$ cat src/rtl/twoc_to_sm_pipe_if.sv
// Stream bundle for the two's-complement to sign-magnitude pipe.
// A transfer on either side happens on a rising edge where valid and ready are both high.
interface twoc_to_sm_pipe_if #(
    parameter int WIDTH = 11
);
    localparam int LZW = $clog2(WIDTH + 1);

    logic             in_valid;
    logic             in_ready;
    logic [WIDTH-1:0] in_data;
    logic             in_sat;
    logic             out_valid;
    logic             out_ready;
    logic             out_sign;
    logic [WIDTH-1:0] out_mag;
    logic [LZW-1:0]   out_lz;
    logic             out_min;
    logic             out_zero;

    modport master (
        output in_valid, in_data, in_sat, out_ready,
        input  in_ready, out_valid, out_sign, out_mag, out_lz, out_min, out_zero
    );

    modport slave (
        input  in_valid, in_data, in_sat, out_ready,
        output in_ready, out_valid, out_sign, out_mag, out_lz, out_min, out_zero
    );
endinterface

$ cat src/rtl/twoc_to_sm_pipe.sv
// Two-stage two's-complement to sign-magnitude converter with optional saturation of
// the most-negative code, leading-zero count and valid/ready backpressure.
module twoc_to_sm_pipe #(
    parameter int WIDTH = 11
) (
    input logic               clk,
    input logic               rst_n,
    twoc_to_sm_pipe_if.slave  bus
);
    localparam int LZW = $clog2(WIDTH + 1);

    logic             s1_valid_q, s1_valid_d;
    logic             s1_sign_q, s1_sign_d;
    logic [WIDTH-1:0] s1_mag_q, s1_mag_d;
    logic             s1_min_q, s1_min_d;
    logic             s1_zero_q, s1_zero_d;

    logic             s2_valid_q, s2_valid_d;
    logic             s2_sign_q, s2_sign_d;
    logic [WIDTH-1:0] s2_mag_q, s2_mag_d;
    logic [LZW-1:0]   s2_lz_q, s2_lz_d;
    logic             s2_min_q, s2_min_d;
    logic             s2_zero_q, s2_zero_d;

    logic             s2_load, s1_adv, in_ready_c, in_fire;
    logic             in_sign, in_min, in_zero;
    logic [WIDTH-1:0] in_mag;

    function automatic logic [LZW-1:0] count_lz(input logic [WIDTH-1:0] v);
        logic [LZW-1:0] n;
        logic           seen;
        n    = '0;
        seen = 1'b0;
        for (int i = WIDTH - 1; i >= 0; i--) begin
            if (v[i]) seen = 1'b1;
            else if (!seen) n = n + LZW'(1);
        end
        return n;
    endfunction

    always_comb begin
        s2_load    = ~s2_valid_q | bus.out_ready;
        s1_adv     = s1_valid_q & s2_load;
        in_ready_c = ~s1_valid_q | s2_load;
        in_fire    = bus.in_valid & in_ready_c;

        in_sign = bus.in_data[WIDTH-1];
        in_zero = (bus.in_data == '0);
        in_min  = in_sign & (bus.in_data[WIDTH-2:0] == '0);
        in_mag  = in_sign ? (~bus.in_data + WIDTH'(1)) : bus.in_data;
        // Most-negative code has no positive twin: keep 2^(W-1) or clamp to 2^(W-1)-1.
        if (in_min) begin
            in_mag = bus.in_sat ? {1'b0, {(WIDTH-1){1'b1}}} : {1'b1, {(WIDTH-1){1'b0}}};
        end
    end

    always_comb begin
        s1_valid_d = s1_valid_q;
        s1_sign_d  = s1_sign_q;
        s1_mag_d   = s1_mag_q;
        s1_min_d   = s1_min_q;
        s1_zero_d  = s1_zero_q;
        if (s1_adv) s1_valid_d = 1'b0;
        if (in_fire) begin
            s1_valid_d = 1'b1;
            s1_sign_d  = in_sign;
            s1_mag_d   = in_mag;
            s1_min_d   = in_min;
            s1_zero_d  = in_zero;
        end

        s2_valid_d = s2_valid_q;
        s2_sign_d  = s2_sign_q;
        s2_mag_d   = s2_mag_q;
        s2_lz_d    = s2_lz_q;
        s2_min_d   = s2_min_q;
        s2_zero_d  = s2_zero_q;
        if (s2_load) s2_valid_d = s1_valid_q;
        if (s1_adv) begin
            s2_sign_d = s1_sign_q;
            s2_mag_d  = s1_mag_q;
            s2_lz_d   = count_lz(s1_mag_q);
            s2_min_d  = s1_min_q;
            s2_zero_d = s1_zero_q;
        end
    end

    always_ff @(posedge clk or negedge rst_n) begin
        if (!rst_n) begin
            s1_valid_q <= 1'b0;
            s1_sign_q  <= 1'b0;
            s1_mag_q   <= '0;
            s1_min_q   <= 1'b0;
            s1_zero_q  <= 1'b0;
            s2_valid_q <= 1'b0;
            s2_sign_q  <= 1'b0;
            s2_mag_q   <= '0;
            s2_lz_q    <= '0;
            s2_min_q   <= 1'b0;
            s2_zero_q  <= 1'b0;
        end else begin
            s1_valid_q <= s1_valid_d;
            s1_sign_q  <= s1_sign_d;
            s1_mag_q   <= s1_mag_d;
            s1_min_q   <= s1_min_d;
            s1_zero_q  <= s1_zero_d;
            s2_valid_q <= s2_valid_d;
            s2_sign_q  <= s2_sign_d;
            s2_mag_q   <= s2_mag_d;
            s2_lz_q    <= s2_lz_d;
            s2_min_q   <= s2_min_d;
            s2_zero_q  <= s2_zero_d;
        end
    end

    assign bus.in_ready  = in_ready_c;
    assign bus.out_valid = s2_valid_q;
    assign bus.out_sign  = s2_sign_q;
    assign bus.out_mag   = s2_mag_q;
    assign bus.out_lz    = s2_lz_q;
    assign bus.out_min   = s2_min_q;
    assign bus.out_zero  = s2_zero_q;
endmodule

$ cat src/flat_wrapper.sv
// flat-port wrapper written by rule: the top's interface ports become plain ports
module twoc_to_sm_pipe_flat 
#(
    parameter int WIDTH = 11
)
  (clk, rst_n, bus_in_valid, bus_in_data, bus_in_sat, bus_out_ready, bus_in_ready, bus_out_valid, bus_out_sign, bus_out_mag, bus_out_lz, bus_out_min, bus_out_zero);
  twoc_to_sm_pipe_if #(.WIDTH(WIDTH)) bus_i ();
  input logic clk;
  input logic rst_n;
  input wire logic [$bits(bus_i.in_valid)-1:0] bus_in_valid;
  input wire logic [$bits(bus_i.in_data)-1:0] bus_in_data;
  input wire logic [$bits(bus_i.in_sat)-1:0] bus_in_sat;
  input wire logic [$bits(bus_i.out_ready)-1:0] bus_out_ready;
  output wire logic [$bits(bus_i.in_ready)-1:0] bus_in_ready;
  output wire logic [$bits(bus_i.out_valid)-1:0] bus_out_valid;
  output wire logic [$bits(bus_i.out_sign)-1:0] bus_out_sign;
  output wire logic [$bits(bus_i.out_mag)-1:0] bus_out_mag;
  output wire logic [$bits(bus_i.out_lz)-1:0] bus_out_lz;
  output wire logic [$bits(bus_i.out_min)-1:0] bus_out_min;
  output wire logic [$bits(bus_i.out_zero)-1:0] bus_out_zero;
  assign bus_i.in_valid = bus_in_valid;
  assign bus_i.in_data = bus_in_data;
  assign bus_i.in_sat = bus_in_sat;
  assign bus_i.out_ready = bus_out_ready;
  assign bus_in_ready = bus_i.in_ready;
  assign bus_out_valid = bus_i.out_valid;
  assign bus_out_sign = bus_i.out_sign;
  assign bus_out_mag = bus_i.out_mag;
  assign bus_out_lz = bus_i.out_lz;
  assign bus_out_min = bus_i.out_min;
  assign bus_out_zero = bus_i.out_zero;
  twoc_to_sm_pipe #(.WIDTH(WIDTH)) u_core (.clk(clk), .rst_n(rst_n), .bus(bus_i));
endmodule
$ cat config.mk
export PLATFORM = sky130hd
export DESIGN_NAME = twoc_to_sm_pipe_flat
export DESIGN_NICKNAME = d
export VERILOG_FILES = /design/src/rtl/twoc_to_sm_pipe_if.sv /design/src/rtl/twoc_to_sm_pipe.sv /design/src/flat_wrapper.sv
export SDC_FILE = /design/constraint.sdc
export NUM_CORES = 1
export LEC_CHECK = 0
export BUFFER_PORTS_ARGS = -buffer_cell sky130_fd_sc_hd__buf_4
export CORE_MARGIN = 4
export CORE_UTILIZATION = 60
export DETAILED_ROUTE_END_ITERATION = 10
export GPL_TIMING_DRIVEN = 0
export PLACE_DENSITY = 0.85
export SYNTH_ARGS = -nofsm -noshare
export SYNTH_HDL_FRONTEND = slang
export SYNTH_SLANG_ARGS = --single-unit
$ cat constraint.sdc
create_clock -name clk -period 10.7 [get_ports clk]
set_input_delay 1.07 -clock clk [delete_from_list [all_inputs] [get_ports clk]]
set_output_delay 1.07 -clock clk [all_outputs]
set_load 0.01 [all_outputs]
==> results of run 1 <==
==> stage by stage <==
stage          hold slack [ns]  cell area [um2]  std cells  utilization
3_5_place_dp             0.468             2390        300        0.715
5_1_grt                  0.518             2450        308        0.735
2_1_floorplan            0.446             2070        219            -
4_1_cts                  0.491             2450        308        0.735
3_3_place_gp             0.464             2390        300        0.715
6_report                 0.489             2450        308        0.735
==> layer usage <==
metal | vias up | part of all wire | GRT usage
met5 | - | 0 | 0
met4 | 0 | 0.025 | 0.104
met2 | 51 | 0.50 | 0.387
li1 | 865 | - | -
met3 | 9 | 0.054 | 0.0556
met1 | 819 | 0.42 | 0.253
==> area by class of cell <==
cell class | instances | area [um2]
plain buffers | 7 | 45.0
inverters | 9 | 35.0
clock inverters | 2 | 12.5
multi-input cells | 169 | 1140
well taps | 46 | 57.6
flip-flops and latches | 34 | 851
fillers | 267 | 886
repair buffers | 35 | 263
clock buffers | 6 | 51.3
==> worst max-delay path by stage <==
stage / endpoint / slack, ns / from / cells past startpoint
2_1_floorplan: u_core.bus.out_lz[2] / 6.76 / u_core.s1_mag_q[7] / 23
3_3_place_gp: u_core.bus.out_lz[2] / 6.42 / u_core.s1_mag_q[7] / 23
3_5_place_dp: u_core.bus.out_lz[2] / 6.28 / u_core.s1_mag_q[7] / 23
4_1_cts: u_core.bus.out_lz[2] / 6.27 / u_core.s1_mag_q[8] / 24
5_1_grt: u_core.bus.out_lz[2] / 5.92 / u_core.s1_mag_q[8] / 24
6_report: u_core.bus.out_lz[2] / 6.25 / u_core.s1_mag_q[7] / 23
==> power groups by stage <==
| stage | clock, mW | sequential, mW | combinational (mW) |
|---|---|---|---|
| final | 0.0764 | 0.168 | 0.160 |
| after global routing | 0.0850 | 0.171 | 0.177 |
| after CTS | 0.0777 | 0.168 | 0.160 |
| after detailed placement | 0 | 0.171 | 0.159 |
| after global placement | 0 | 0.169 | 0.153 |
| after floorplan | 0 | 0.174 | 0.0995 |
==> cell usage in the layout (no fill, tap or decap), types with 2 or more instances in the layout <==
cell,n
sky130_fd_sc_hd__mux2i_1,3
sky130_fd_sc_hd__nand2_1,33
sky130_fd_sc_hd__o31ai_1,10
sky130_fd_sc_hd__ha_1,7
sky130_fd_sc_hd__nor3_1,3
sky130_fd_sc_hd__nand2b_1,5
sky130_fd_sc_hd__clkbuf_1,4
sky130_fd_sc_hd__a31oi_1,2
sky130_fd_sc_hd__nor2b_1,4
sky130_fd_sc_hd__xnor2_1,17
sky130_fd_sc_hd__nor4_1,2
sky130_fd_sc_hd__a211oi_1,2
sky130_fd_sc_hd__nor4_4,2
sky130_fd_sc_hd__nor2_1,22
sky130_fd_sc_hd__nand3_1,3
sky130_fd_sc_hd__a211o_1,2
sky130_fd_sc_hd__inv_1,8
sky130_fd_sc_hd__buf_6,2
sky130_fd_sc_hd__clkbuf_4,5
sky130_fd_sc_hd__mux2_2,11
sky130_fd_sc_hd__clkinv_2,2
sky130_fd_sc_hd__o21ai_0,15
sky130_fd_sc_hd__buf_4,36
sky130_fd_sc_hd__a21oi_1,5
sky130_fd_sc_hd__a22o_1,2
sky130_fd_sc_hd__dfrtp_1,34
==> flip-flops by register name (all words and copies together) (netlist names) <==
signal                flops
u_core.s1_mag_q          11
u_core.s1_zero_q          1
u_core.s1_sign_q          1
u_core.bus.out_zero       1
u_core.s1_min_q           1
u_core.bus.out_mag       11
u_core.bus.out_valid      1
u_core.bus.out_min        1
u_core.bus.out_sign       1
u_core.s1_valid_q         1
u_core.bus.out_lz         4
==> cell families (layout without fill, tap and decap cells) <==
| family | after synthesis | count (layout) | share of synthesized area |
|---|---|---|---|
| AO/OA/AOI/OAI | 46 | 46 | 0.147 |
| XOR/XNOR | 18 | 18 | 0.0763 |
| adder cells (fa/ha/maj) | 7 | 7 | 0.0424 |
| buffers and inverters | 16 | 59 | 0.0387 |
| flip-flops | 34 | 34 | 0.412 |
| multiplexers | 14 | 14 | 0.0745 |
| AND/OR/NAND/NOR | 84 | 84 | 0.209 |
==> worst max-delay path, cell delays in order, from the launching register on <==
cell                       delay, ns
sky130_fd_sc_hd__dfrtp_1        0.47
sky130_fd_sc_hd__nor2_1         0.21
sky130_fd_sc_hd__nor3_1         0.07
sky130_fd_sc_hd__ha_1           0.28
sky130_fd_sc_hd__nand2_1        0.05
sky130_fd_sc_hd__a21boi_1       0.40
sky130_fd_sc_hd__ha_1           0.34
sky130_fd_sc_hd__xnor2_1        0.15
sky130_fd_sc_hd__mux2i_1        0.27
sky130_fd_sc_hd__nand2_1        0.09
sky130_fd_sc_hd__nand2_1        0.11
sky130_fd_sc_hd__ha_1           0.26
sky130_fd_sc_hd__a21oi_2        0.14
sky130_fd_sc_hd__nor2_1         0.05
sky130_fd_sc_hd__a22o_1         0.21
sky130_fd_sc_hd__ha_1           0.31
sky130_fd_sc_hd__nor2_1         0.10
sky130_fd_sc_hd__nor2_1         0.06
sky130_fd_sc_hd__ha_1           0.19
sky130_fd_sc_hd__nor2b_1        0.13
sky130_fd_sc_hd__xnor2_1        0.13
sky130_fd_sc_hd__nor2_1         0.12
sky130_fd_sc_hd__xnor2_1        0.12
sky130_fd_sc_hd__o21ai_0        0.08
==> parameters.txt, run 1 <==
Parameter                              Value

Global routing
  Pin count of the biggest net entering global routing ... 35
  Global route overflow ... 0
  Global-route wire length before repair ... 7.39 mm
  Aggregate global-route resource usage ... 0.223
  Number of antenna violations at the first check in global routing ... 0
  Number of global-route vias before repair ... 1690

Worst setup path
  Reg2reg setup slack ... 6.25 ns
  Launch point of the worst reg-to-reg path ... u_core.s1_mag_q[7]
  Arrival time at the worst endpoint ... 4.70 ns
  Crit-path max FO ... 6
  CP Data Required Time ... 10.95 ns
  Cells on worst reg2reg path ... 23
  Destination of the worst register-to-register timing path ... u_core.bus.out_lz[2]
  Startpoint class of the critical path ... register
  Critical path capture point type ... register
  Kind of critical path ... reg2reg

Placed design
  Routability-driven placement congestion ratio ... 0.871
  Detailed placement HPWL ... 3.40 mm
  Port Buffers ... 35
  Setup slack at placement ... 6.28 ns

STA
  Minimum clock period ... 4.45 ns
  Summed negative setup slack over all endpoints ... 0 ns
  Remaining max-slew budget at the tightest pin ... 0.693
  Final hold vios ... 0
  Highest clock rate ... 225 MHz
  Slew at the pin with the worst max-slew slack ... 0.459 ns
  Unrepaired setup endpoints after global routing ... no
  Final setup violating endpoints ... 0
  Number of slew-limit violations in the final report ... 0
  Crit share post-route ... 0.416
  Final worst clock skew ... 0.0183 ns
  Final critical-path setup slack ... 6.25 ns

Synthesis
  Async SR Flop Fraction ... 1.00
  Cell accounting for the most synthesized area ... sky130_fd_sc_hd__dfrtp_1
  Most instantiated cells after synthesis ... sky130_fd_sc_hd__dfrtp_1 (34), sky130_fd_sc_hd__nand2_1 (33), sky130_fd_sc_hd__nor2_1 (22)
  Number of nets in the synthesized netlist ... 242
  Number of instances in the synthesized netlist ... 219
  Flop and latch count out of synthesis ... 34
  Biggest area contributors in the synthesized netlist ... sky130_fd_sc_hd__dfrtp_1 (41%), sky130_fd_sc_hd__xnor2_1 (7.2%), sky130_fd_sc_hd__nand2_1 (6.0%)
  Sequential area share after synthesis ... 0.412
  Synthesized cell area ... 2070 um2
  Count leader, synth ... sky130_fd_sc_hd__dfrtp_1
  Fraction of synthesized cell area taken by the top area cell type ... 0.412
  Post-synth top flop ... sky130_fd_sc_hd__dfrtp_1
  Number of synthesized flops with an enable pin ... 0
  Number of distinct library cells after synthesis ... 44
  Yosys warnings ... 0
  Per-instance average area after synthesis ... 9.44 um2

Cells and area
  Final antenna diode count ... 0
  Area added between synthesis and finish ... 18.6%
  Share of final-layout standard cells stronger than drive strength 1 ... 0.248
  Net count reported at finish ... 284

Drt
  Per-cell via count in the routed design ... 5.66
  Routed wire length ... 4.37 mm
  Post-DRT Antenna Nets ... 0
  Initial DRC count ... 61
  Routed wirelength normalized by instance count ... 14.2 um
  Vias after detailed routing ... 1744
  DRC violation count after routing ... 0
  Number of iterations in the first detailed-routing pass ... 4

Worst hold path
  Number of cells on the worst hold path ... 1
  Type of the worst min-delay path ... reg2reg
  Worst Min Path Start ... u_core.s1_valid_q
  Worst Hold End ... u_core.bus.out_valid

Floorplanning
  Total Die Area ... 4450 um2
  Core Region ... 3340 um2
  Core Rows ... 21
  Top-level port count ... 36
  Die Y ... 66.7 um
  Die width ... 66.7 um
  Initial cell density of the core ... 0.619

CTS
  Hold Buf Count CTS ... 0
  Count of cells resized by post-cts repair ... 0
  Clock transition at the registers of the reported paths ... 0.12 ns
  Root cell of the clock tree ... sky130_fd_sc_hd__clkbuf_4
  Post CTS Setup Buffer Count ... 0
  Clock H-tree levels ... 2
  CTS tree ... built
  Clk sink count ... 34
  TritonCTS Buffers ... 5
  Worst skew pair latency ... 0.35 ns
  Maximum buffer depth of the clock tree ... 2

Job
  Reported max-cap violation count ... 0

Pwr
  Pleak ... 1.10 nW
  Switching share of power ... 0.364
  Internal Power ... 257 uW
  Total power after layout ... 404 uW
  Part of the total power dissipated in sequential elements ... 0.416
  VDD IR-drop max ... 0.0000838 V
  Power spent charging and discharging nets ... 147 uW
  Cell area power density ... 165 nW/um2
  Clock network fraction of total power ... 0.189
  Logic gate share of total power ... 0.395

Status
  Status ... complete, no violations
(Power assumes the default switching activity.)
==> run 2, diff against run 1 <==
- CORE_UTILIZATION: 60 -> 50
- PLACE_DENSITY: 0.85 -> 0.75
- clock period: 10.7 -> 4 ns (I/O delays scaled with it)
==> run 2 against run 1 <==
Net effect: final area is 9.6% higher; non-clock buffer count rose by 11; clock skew fell by 0.015 ns; core utilization down 6.3 points; fmax grew 14%; die area rose by 17%; sequential power grew to 2.7 times the previous value; routed wire length grew 3.5%; sequential share of layout area shrank 2.9 points; cell count increased by 4.9%; critical path type unchanged.
==> parameters.txt, run 2 (synthesis results as in run 1) <==
Parameter                              Value

Worst setup path
  Crit-path max FO ... 3 (-3)
  Startpoint class of the critical path ... register
  Critical path capture point type ... register
  Stages on worst setup path ... 24 (+4.3%)
  Slowest cell on crit path ... sky130_fd_sc_hd__dfrtp_2
  Top delay family on crit path ... adder cells
  WP buf/inv ... 1 (+1)
  Arrival time at the worst endpoint ... 4.10 ns (-0.60 ns)
  Cells on worst reg2reg path ... 24 (+4.3%)
  CP Data Required Time ... 4.18 ns (-6.77 ns)
  Most used cell, CP ... sky130_fd_sc_hd__nor2_1
  Series of cell instances along the critical path ... inv_2 > a21oi_2 > nor2_1 > ha_1 > nand2_2 > a21boi_4 > ha_4 > xnor2_2 > mux2i_1 > nand2_1 > nand2_2 > ha_4 > a21oi_2 > nor2_1 > a22o_1 > ha_4 > nor2_2 > nor2_1 > ha_2 > nor2b_4 > xnor2_2 > nor2_1 > xnor2_1 > o21ai_1
  Kind of critical path ... reg2reg
  Max stage delay on crit path ... 0.41 ns (-0.06 ns)

Cells and area
  Sequential Area ... 856 um2 (+0.59%)
  Area added between synthesis and finish ... 30.0%
  Final cell area excluding filler cells ... 2690 um2 (+9.6%)
  Most used cells in the layout excluding fill and tap cells ... sky130_fd_sc_hd__buf_4 (47), sky130_fd_sc_hd__nand2_1 (31), sky130_fd_sc_hd__dfrtp_1 (30)
  Most common library cell in the layout ignoring fill and taps ... sky130_fd_sc_hd__buf_4
  Number of standard cells in the layout, taps in and fillers out ... 323 (+4.9%)
  Area used by multi-input combinational logic ... 1250 um2 (+9.8%)
  Share of final-layout standard cells stronger than drive strength 1 ... 0.355 (+0.107)
  Final core utilization ... 0.672 (-0.0630)
  Net count reported at finish ... 295 (+3.9%)
  Filler Cell Count ... 331 (+24%)
  Final antenna diode count ... 0 (unchanged)

Floorplanning
  Core Rows ... 23 (+9.5%)
  Die Y ... 72.3 um (+8.4%)
  Top-level port count ... 36 (unchanged)
  Initial cell density of the core ... 0.517 (-0.103)
  Core Region ... 4000 um2 (+20%)
  Die width ... 72.3 um (+8.4%)
  Total Die Area ... 5230 um2 (+17%)

CTS
  Clk sink count ... 34 (unchanged)
  CTS tree ... built
  Worst skew pair latency ... 0.28 ns (-0.07 ns)
  Maximum buffer depth of the clock tree ... 2 (unchanged)
  Root cell of the clock tree ... sky130_fd_sc_hd__clkbuf_8
  Clock transition at the registers of the reported paths ... 0.07 ns (-0.05 ns)
  TritonCTS Buffers ... 5 (unchanged)
  Clock H-tree levels ... 2 (unchanged)

Drt
  Routed wirelength normalized by instance count ... 14.0 um (-1.3%)
  DRC violation count after routing ... 0 (unchanged)
  Met3 layer wire length in the routed design ... 228 um (-3.4%)
  Post-DRT Antenna Nets ... 0 (unchanged)
  Highest Signal Layer ... met4
  Per-cell via count in the routed design ... 5.34 (-5.7%)
  Vias after detailed routing ... 1725 (-1.1%)
  Sum of routed wire segments on met1 ... 1.99 mm (+9.3%)
  Length of routed met2 wiring ... 2.22 mm (+0.68%)
  Number of iterations in the first detailed-routing pass ... 4 (unchanged)
  Routed wire length ... 4.53 mm (+3.5%)
  Initial DRC count ... 70 (+15%)

Pwr
  Pleak ... 1.18 nW (+7.9%)
  Total power after layout ... 1.27 mW (+220%)
  VDD IR-drop max ... 0.000171 V (+100%)
  Cell area power density ... 474 nW/um2 (+190%)

STA
  Remaining max-slew budget at the tightest pin ... 0.701 (+0.00813)
  Final worst clock skew ... 0.00358 ns (-0.0147 ns)
  Final critical-path setup slack ... 0.0797 ns (-6.17 ns)
  Minimum clock period ... 3.92 ns (-0.531 ns)
  Final setup violating endpoints ... 0 (unchanged)
  Final hold vios ... 0 (unchanged)
  Worst hold slack after final layout ... 0.0450 ns (-0.444 ns)
  Number of slew-limit violations in the final report ... 0 (unchanged)
  Highest clock rate ... 255 MHz (+14%)
  Crit share post-route ... 0.980 (+0.564)
  Summed negative setup slack over all endpoints ... 0 ns (unchanged)
  Slew at the pin with the worst max-slew slack ... 0.448 ns (-0.0112 ns)
  Unrepaired setup endpoints after global routing ... yes

Global routing
  Global route overflow ... 0 (unchanged)
  Aggregate global-route resource usage ... 0.188 (-0.0349)
  Pin count of the biggest net entering global routing ... 35 (unchanged)
  Number of antenna violations at the first check in global routing ... 0 (unchanged)
  Global-route wire length before repair ... 7.59 mm (+2.7%)
  Number of global-route vias before repair ... 1632 (-3.4%)

Placed design
  Detailed placement HPWL ... 3.27 mm (-3.9%)
  Routability-driven placement congestion ratio ... 0.893 (+2.5%)
  Total placed cells including tap cells ... 304 (+1.3%)
  Port Buffers ... 35 (unchanged)
  Setup slack at placement ... -0.412 ns (-6.69 ns)
  Cell area after placement ... 2390 um2 (+0.21%)

Status
  Status ... complete, no violations

Worst hold path
  Type of the worst min-delay path ... in2async

Job
  Reported max-cap violation count ... 0 (unchanged)
## run 2: cell count changes in the layout (fill, tap and decap cells not counted), sizes merged
| cell | previous run | this run |
|---|---|---|
| buf | 38 | 49 |
## run 2: layout make-up
cell class	instances	share of cell area
Timing Repair Buffer	46	0.129
Multi-Input combinational cell	169	0.464
Clock inverter	2	0.00466
Inverter	9	0.0130
Sequential cell	34	0.319
Buffer	7	0.0168
Clock buffer	6	0.0307
Tap cell	50	0.0233
## run 2: repair_timing
action | in CTS | in global routing
endpoints found under the setup margin | 3 | 2
setup buffers | 5 | 6
resized for setup | 9 | 17
pin swaps | 3 | 21
hold buffers | 0 | 0
## run 2: final timing paths
| kind | to | from | slack [ns] |
|---|---|---|---|
| setup / recovery | u_core.bus.out_lz[2] | u_core.s1_mag_q[8] | 0.08 |
| hold / removal | u_core.bus.out_valid | rst_n | 0.04 |
| setup reg to reg | u_core.bus.out_lz[2] | u_core.s1_mag_q[8] | 0.08 |
| hold reg to reg | u_core.bus.out_lz[0] | u_core.bus.out_lz[0] | 0.48 |
| max in group asynchronous | u_core.s1_mag_q[7] | rst_n | 3.63 |
| min in group clk | u_core.s1_mag_q[10] | bus_in_sat | 0.31 |
## run 2: metal layers
layer,track usage,vias to the layer above
li1,-,880
met1,0.230,794
met2,0.315,42
met3,0.0582,9
met4,0.0564,0
met5,0,-
## run 2: where the power goes
part	leakage (nW)	switching, mW	internal, mW
clock network	0.0472	0.125	0.138
registers	0.418	0.0482	0.402
logic	0.720	0.270	0.290
total	1.18	0.443	0.830
==> run 3, diff against run 2 <==
- ABC_AREA: default -> 1
- CORE_UTILIZATION: 50 -> 51
- GPL_TIMING_DRIVEN: 0 -> default
- PLACE_DENSITY: 0.75 -> 0.76
==> run 3 against run 2 <==
Net effect: global-route usage is 1.7 points higher; sequential power is 3% higher; core utilization is 0.058 points lower; synthesized area is 5.4% higher; worst hold slack worse by 0.0024 ns.
==> parameters.txt, run 3 <==
Parameter                              Value

Status
  Status ... complete, no violations

Synthesis
  Biggest area contributors in the synthesized netlist ... sky130_fd_sc_hd__dfrtp_1 (39%), sky130_fd_sc_hd__nand2_1 (13%), sky130_fd_sc_hd__inv_1 (7.1%)
  Fraction of synthesized cell area taken by the top area cell type ... 0.391 (-0.0210)
  Sequential area share after synthesis ... 0.391 (-0.0210)
  Yosys warnings ... 0 (unchanged)
  Synthesized cell area ... 2180 um2 (+5.4%)
  Post-synth top flop ... sky130_fd_sc_hd__dfrtp_1
  Count leader, synth ... sky130_fd_sc_hd__nand2_1
  Async SR Flop Fraction ... 1.00 (unchanged)
  Cell accounting for the most synthesized area ... sky130_fd_sc_hd__dfrtp_1
  Per-instance average area after synthesis ... 7.38 um2 (-22%)
  Flop and latch count out of synthesis ... 34 (unchanged)
  Most instantiated cells after synthesis ... sky130_fd_sc_hd__nand2_1 (75), sky130_fd_sc_hd__inv_1 (41), sky130_fd_sc_hd__dfrtp_1 (34)
  Number of synthesized flops with an enable pin ... 0 (unchanged)
  Number of nets in the synthesized netlist ... 318 (+31%)
  Number of distinct library cells after synthesis ... 32 (-27%)
  Number of instances in the synthesized netlist ... 295 (+35%)

CTS
  Clk sink count ... 34 (unchanged)
  CTS tree ... built
  Clock H-tree levels ... 2 (unchanged)
  Root cell of the clock tree ... sky130_fd_sc_hd__clkbuf_8
  Maximum buffer depth of the clock tree ... 2 (unchanged)
  Worst skew pair latency ... 0.29 ns (about the same)
  TritonCTS Buffers ... 5 (unchanged)
  Clock transition at the registers of the reported paths ... 0.08 ns (about the same)

Worst setup path
  Startpoint class of the critical path ... register
  Cells on worst reg2reg path ... 27 (+13%)
  Max stage delay on crit path ... 0.45 ns (+0.04 ns)
  CP Data Required Time ... 4.18 ns (about the same)
  Crit-path max FO ... 5 (+2)
  Kind of critical path ... reg2reg
  WP buf/inv ... 2 (+1)
  Slowest cell on crit path ... sky130_fd_sc_hd__dfrtp_2
  Reg2reg setup slack ... 0.26 ns (+0.18 ns)
  Most used cell, CP ... sky130_fd_sc_hd__nand2_1
  Top delay family on crit path ... adder cells
  Arrival time at the worst endpoint ... 3.92 ns (-0.18 ns)
  Critical path capture point type ... register
  Stages on worst setup path ... 27 (+13%)

Cells and area
  Share of final-layout standard cells stronger than drive strength 1 ... 0.260 (-0.0950)
  Most used cells in the layout excluding fill and tap cells ... sky130_fd_sc_hd__nand2_1 (74), sky130_fd_sc_hd__inv_1 (40), sky130_fd_sc_hd__buf_4 (40)
  Filler Cell Count ... 352 (+6.3%)
  Final antenna diode count ... 0 (unchanged)
  Number of standard cells in the layout, taps in and fillers out ... 388 (+20%)
  Final cell area excluding filler cells ... 2720 um2 (+1.4%)
  Most common library cell in the layout ignoring fill and taps ... sky130_fd_sc_hd__nand2_1
  Net count reported at finish ... 360 (+22%)
  Area added between synthesis and finish ... 25.0%

Floorplanning
  Top-level port count ... 36 (unchanged)
  Core Region ... 4060 um2 (+1.4%)
  Die width ... 73.4 um (+1.5%)
  Core Rows ... 23 (unchanged)
  Die Y ... 73.4 um (+1.5%)
  Total Die Area ... 5380 um2 (+3.0%)
  Initial cell density of the core ... 0.537 (+0.0201)

Drt
  DRC violation count after routing ... 0 (unchanged)
  Number of iterations in the first detailed-routing pass ... 4 (unchanged)
  Vias after detailed routing ... 2011 (+17%)
  Routed wirelength normalized by instance count ... 13.1 um (-6.5%)
  Initial DRC count ... 134 (+91%)
  Post-DRT Antenna Nets ... 0 (unchanged)
  Per-cell via count in the routed design ... 5.18 (-3.0%)
  Routed wire length ... 5.09 mm (+12%)

STA
  Final hold vios ... 0 (unchanged)
  Highest clock rate ... 268 MHz (+4.9%)
  Final setup violating endpoints ... 0 (unchanged)
  Slew at the pin with the worst max-slew slack ... 1.00 ns (+0.553 ns)
  Number of slew-limit violations in the final report ... 0 (unchanged)
  Final worst clock skew ... 0.00934 ns (+0.00576 ns)
  Minimum clock period ... 3.74 ns (-0.184 ns)
  Crit share post-route ... 0.934 (-0.0461)
  Remaining max-slew budget at the tightest pin ... 0.331 (-0.370)

Pwr
  Cell area power density ... 478 nW/um2 (+0.94%)
  VDD IR-drop max ... 0.000262 V (+53%)
  Pleak ... 1.42 nW (+20%)

Worst hold path
  Type of the worst min-delay path ... in2async

Placed design
  Routability-driven placement congestion ratio ... 0.895 (+0.32%)
  Total placed cells including tap cells ... 377 (+24%)
  Port Buffers ... 35 (unchanged)
  Cell area after placement ... 2500 um2 (+4.5%)
  Detailed placement HPWL ... 3.64 mm (+11%)

Job
  Reported max-cap violation count ... 0 (unchanged)

Global routing
  Aggregate global-route resource usage ... 0.204 (+0.0166)
  Pin count of the biggest net entering global routing ... 35 (unchanged)
  Number of antenna violations at the first check in global routing ... 0 (unchanged)
  Global-route wire length before repair ... 8.75 mm (+15%)
  Number of global-route vias before repair ... 2063 (+26%)
  Global route overflow ... 0 (unchanged)
==> run 3: changes by cell type after synthesis, sizes merged, moves of 8 or more <==
cell	previous run	this run
nand2	33	87
inv	8	44
nand3	3	26
xnor2	17	0
mux2	11	0
o31ai	10	1
a21oi	6	14
==> run 3: cell type report <==
| type | count | area (um2) | area share |
|---|---|---|---|
| Clock buffer | 5 | 68.8 | 0.0253 |
| Clock inverter | 3 | 68.8 | 0.0253 |
| Inverter | 46 | 174 | 0.0639 |
| Multi-Input combinational cell | 210 | 1190 | 0.438 |
| Sequential cell | 34 | 855 | 0.314 |
| Tap cell | 50 | 62.6 | 0.0230 |
| Timing Repair Buffer | 40 | 300 | 0.110 |
==> run 3: cell families after synthesis <==
| group | after synthesis | synth area share |
|---|---|---|
| DFF | 34 | 0.391 |
| muxes | 1 | 0.00460 |
| and+or+nand+nor | 149 | 0.329 |
| xor gates and xnor gates | 7 | 0.0281 |
| adders and majority gates | 7 | 0.0402 |
| AOI/OAI and AO/OA | 46 | 0.119 |
| buffers and inverters | 51 | 0.0885 |
==> run 3: timing repair <==
item / in CTS / in global routing
buffers inserted: 0 / 3
hold buffers: 0 / 0
gates resized for setup: 0 / 13
endpoints found under the setup margin: 0 / 2
==> run 3: final timing paths <==
check	end	start
min	u_core.bus.out_mag[0]	rst_n
min reg2reg	u_core.bus.out_mag[4]	u_core.bus.out_mag[4]
max	u_core.bus.out_lz[1]	u_core.s1_mag_q[7]
max reg2reg	u_core.bus.out_lz[1]	u_core.s1_mag_q[7]
max in group asynchronous	u_core.s1_mag_q[7]	rst_n
min in group clk	u_core.s1_mag_q[10]	bus_in_sat
==> run 3: per-stage QoR <==
step | worst slack (ns) | power (mW) | hold slack, ns | TNS, ns | util
finish | 0.264 | 1.30 | 0.0425 | 0 | 0.671
CTS | 0.100 | 1.27 | 0.0587 | 0 | 0.650
global placement | 0.234 | 0.863 | 0.369 | 0 | 0.616
global route | -0.0135 | 1.39 | 0.0794 | -0.0194 | 0.671
floorplan | 0.293 | 0.713 | 0.104 | 0 | -
detailed placement | 0.0833 | 0.876 | 0.373 | 0 | 0.616
==> run 3: power breakdown <==
part	leakage, nW	switching, mW	internal [mW]
clock	0.0683	0.137	0.250
sequential	0.408	0.0504	0.414
combinational	0.947	0.257	0.195
==> run 3: layer usage <==
metal | share of wire | global-route usage | up-vias
li1 | - | - | 1032
met1 | 0.44 | 0.262 | 918
met2 | 0.49 | 0.346 | 46
met3 | 0.037 | 0.0274 | 15
met4 | 0.028 | 0.0845 | 0
met5 | 0 | 0 | -
==> run 3: worst reg2reg max path: stages (launching register included) <==
cell                      delay (ns)
sky130_fd_sc_hd__dfrtp_2        0.45
sky130_fd_sc_hd__o21ai_2        0.16
sky130_fd_sc_hd__inv_1          0.06
sky130_fd_sc_hd__ha_1           0.29
sky130_fd_sc_hd__nand3_2        0.09
sky130_fd_sc_hd__nand2_2        0.11
sky130_fd_sc_hd__ha_4           0.21
sky130_fd_sc_hd__nand4_1        0.10
sky130_fd_sc_hd__nand2_2        0.07
sky130_fd_sc_hd__o21a_1         0.21
sky130_fd_sc_hd__ha_4           0.27
sky130_fd_sc_hd__nand4_1        0.10
sky130_fd_sc_hd__nand2_1        0.09
sky130_fd_sc_hd__nand2_2        0.06
sky130_fd_sc_hd__nand3_1        0.07
sky130_fd_sc_hd__nand3_1        0.06
sky130_fd_sc_hd__nand2_1        0.09
sky130_fd_sc_hd__mux2i_1        0.07
sky130_fd_sc_hd__ha_1           0.27
sky130_fd_sc_hd__nor2_1         0.04
sky130_fd_sc_hd__a21oi_1        0.11
sky130_fd_sc_hd__nand2_1        0.08
sky130_fd_sc_hd__inv_1          0.06
sky130_fd_sc_hd__ha_2           0.26
sky130_fd_sc_hd__nor2_1         0.08
sky130_fd_sc_hd__nor2_1         0.05
sky130_fd_sc_hd__nand2_1        0.09
sky130_fd_sc_hd__nand2_1        0.05
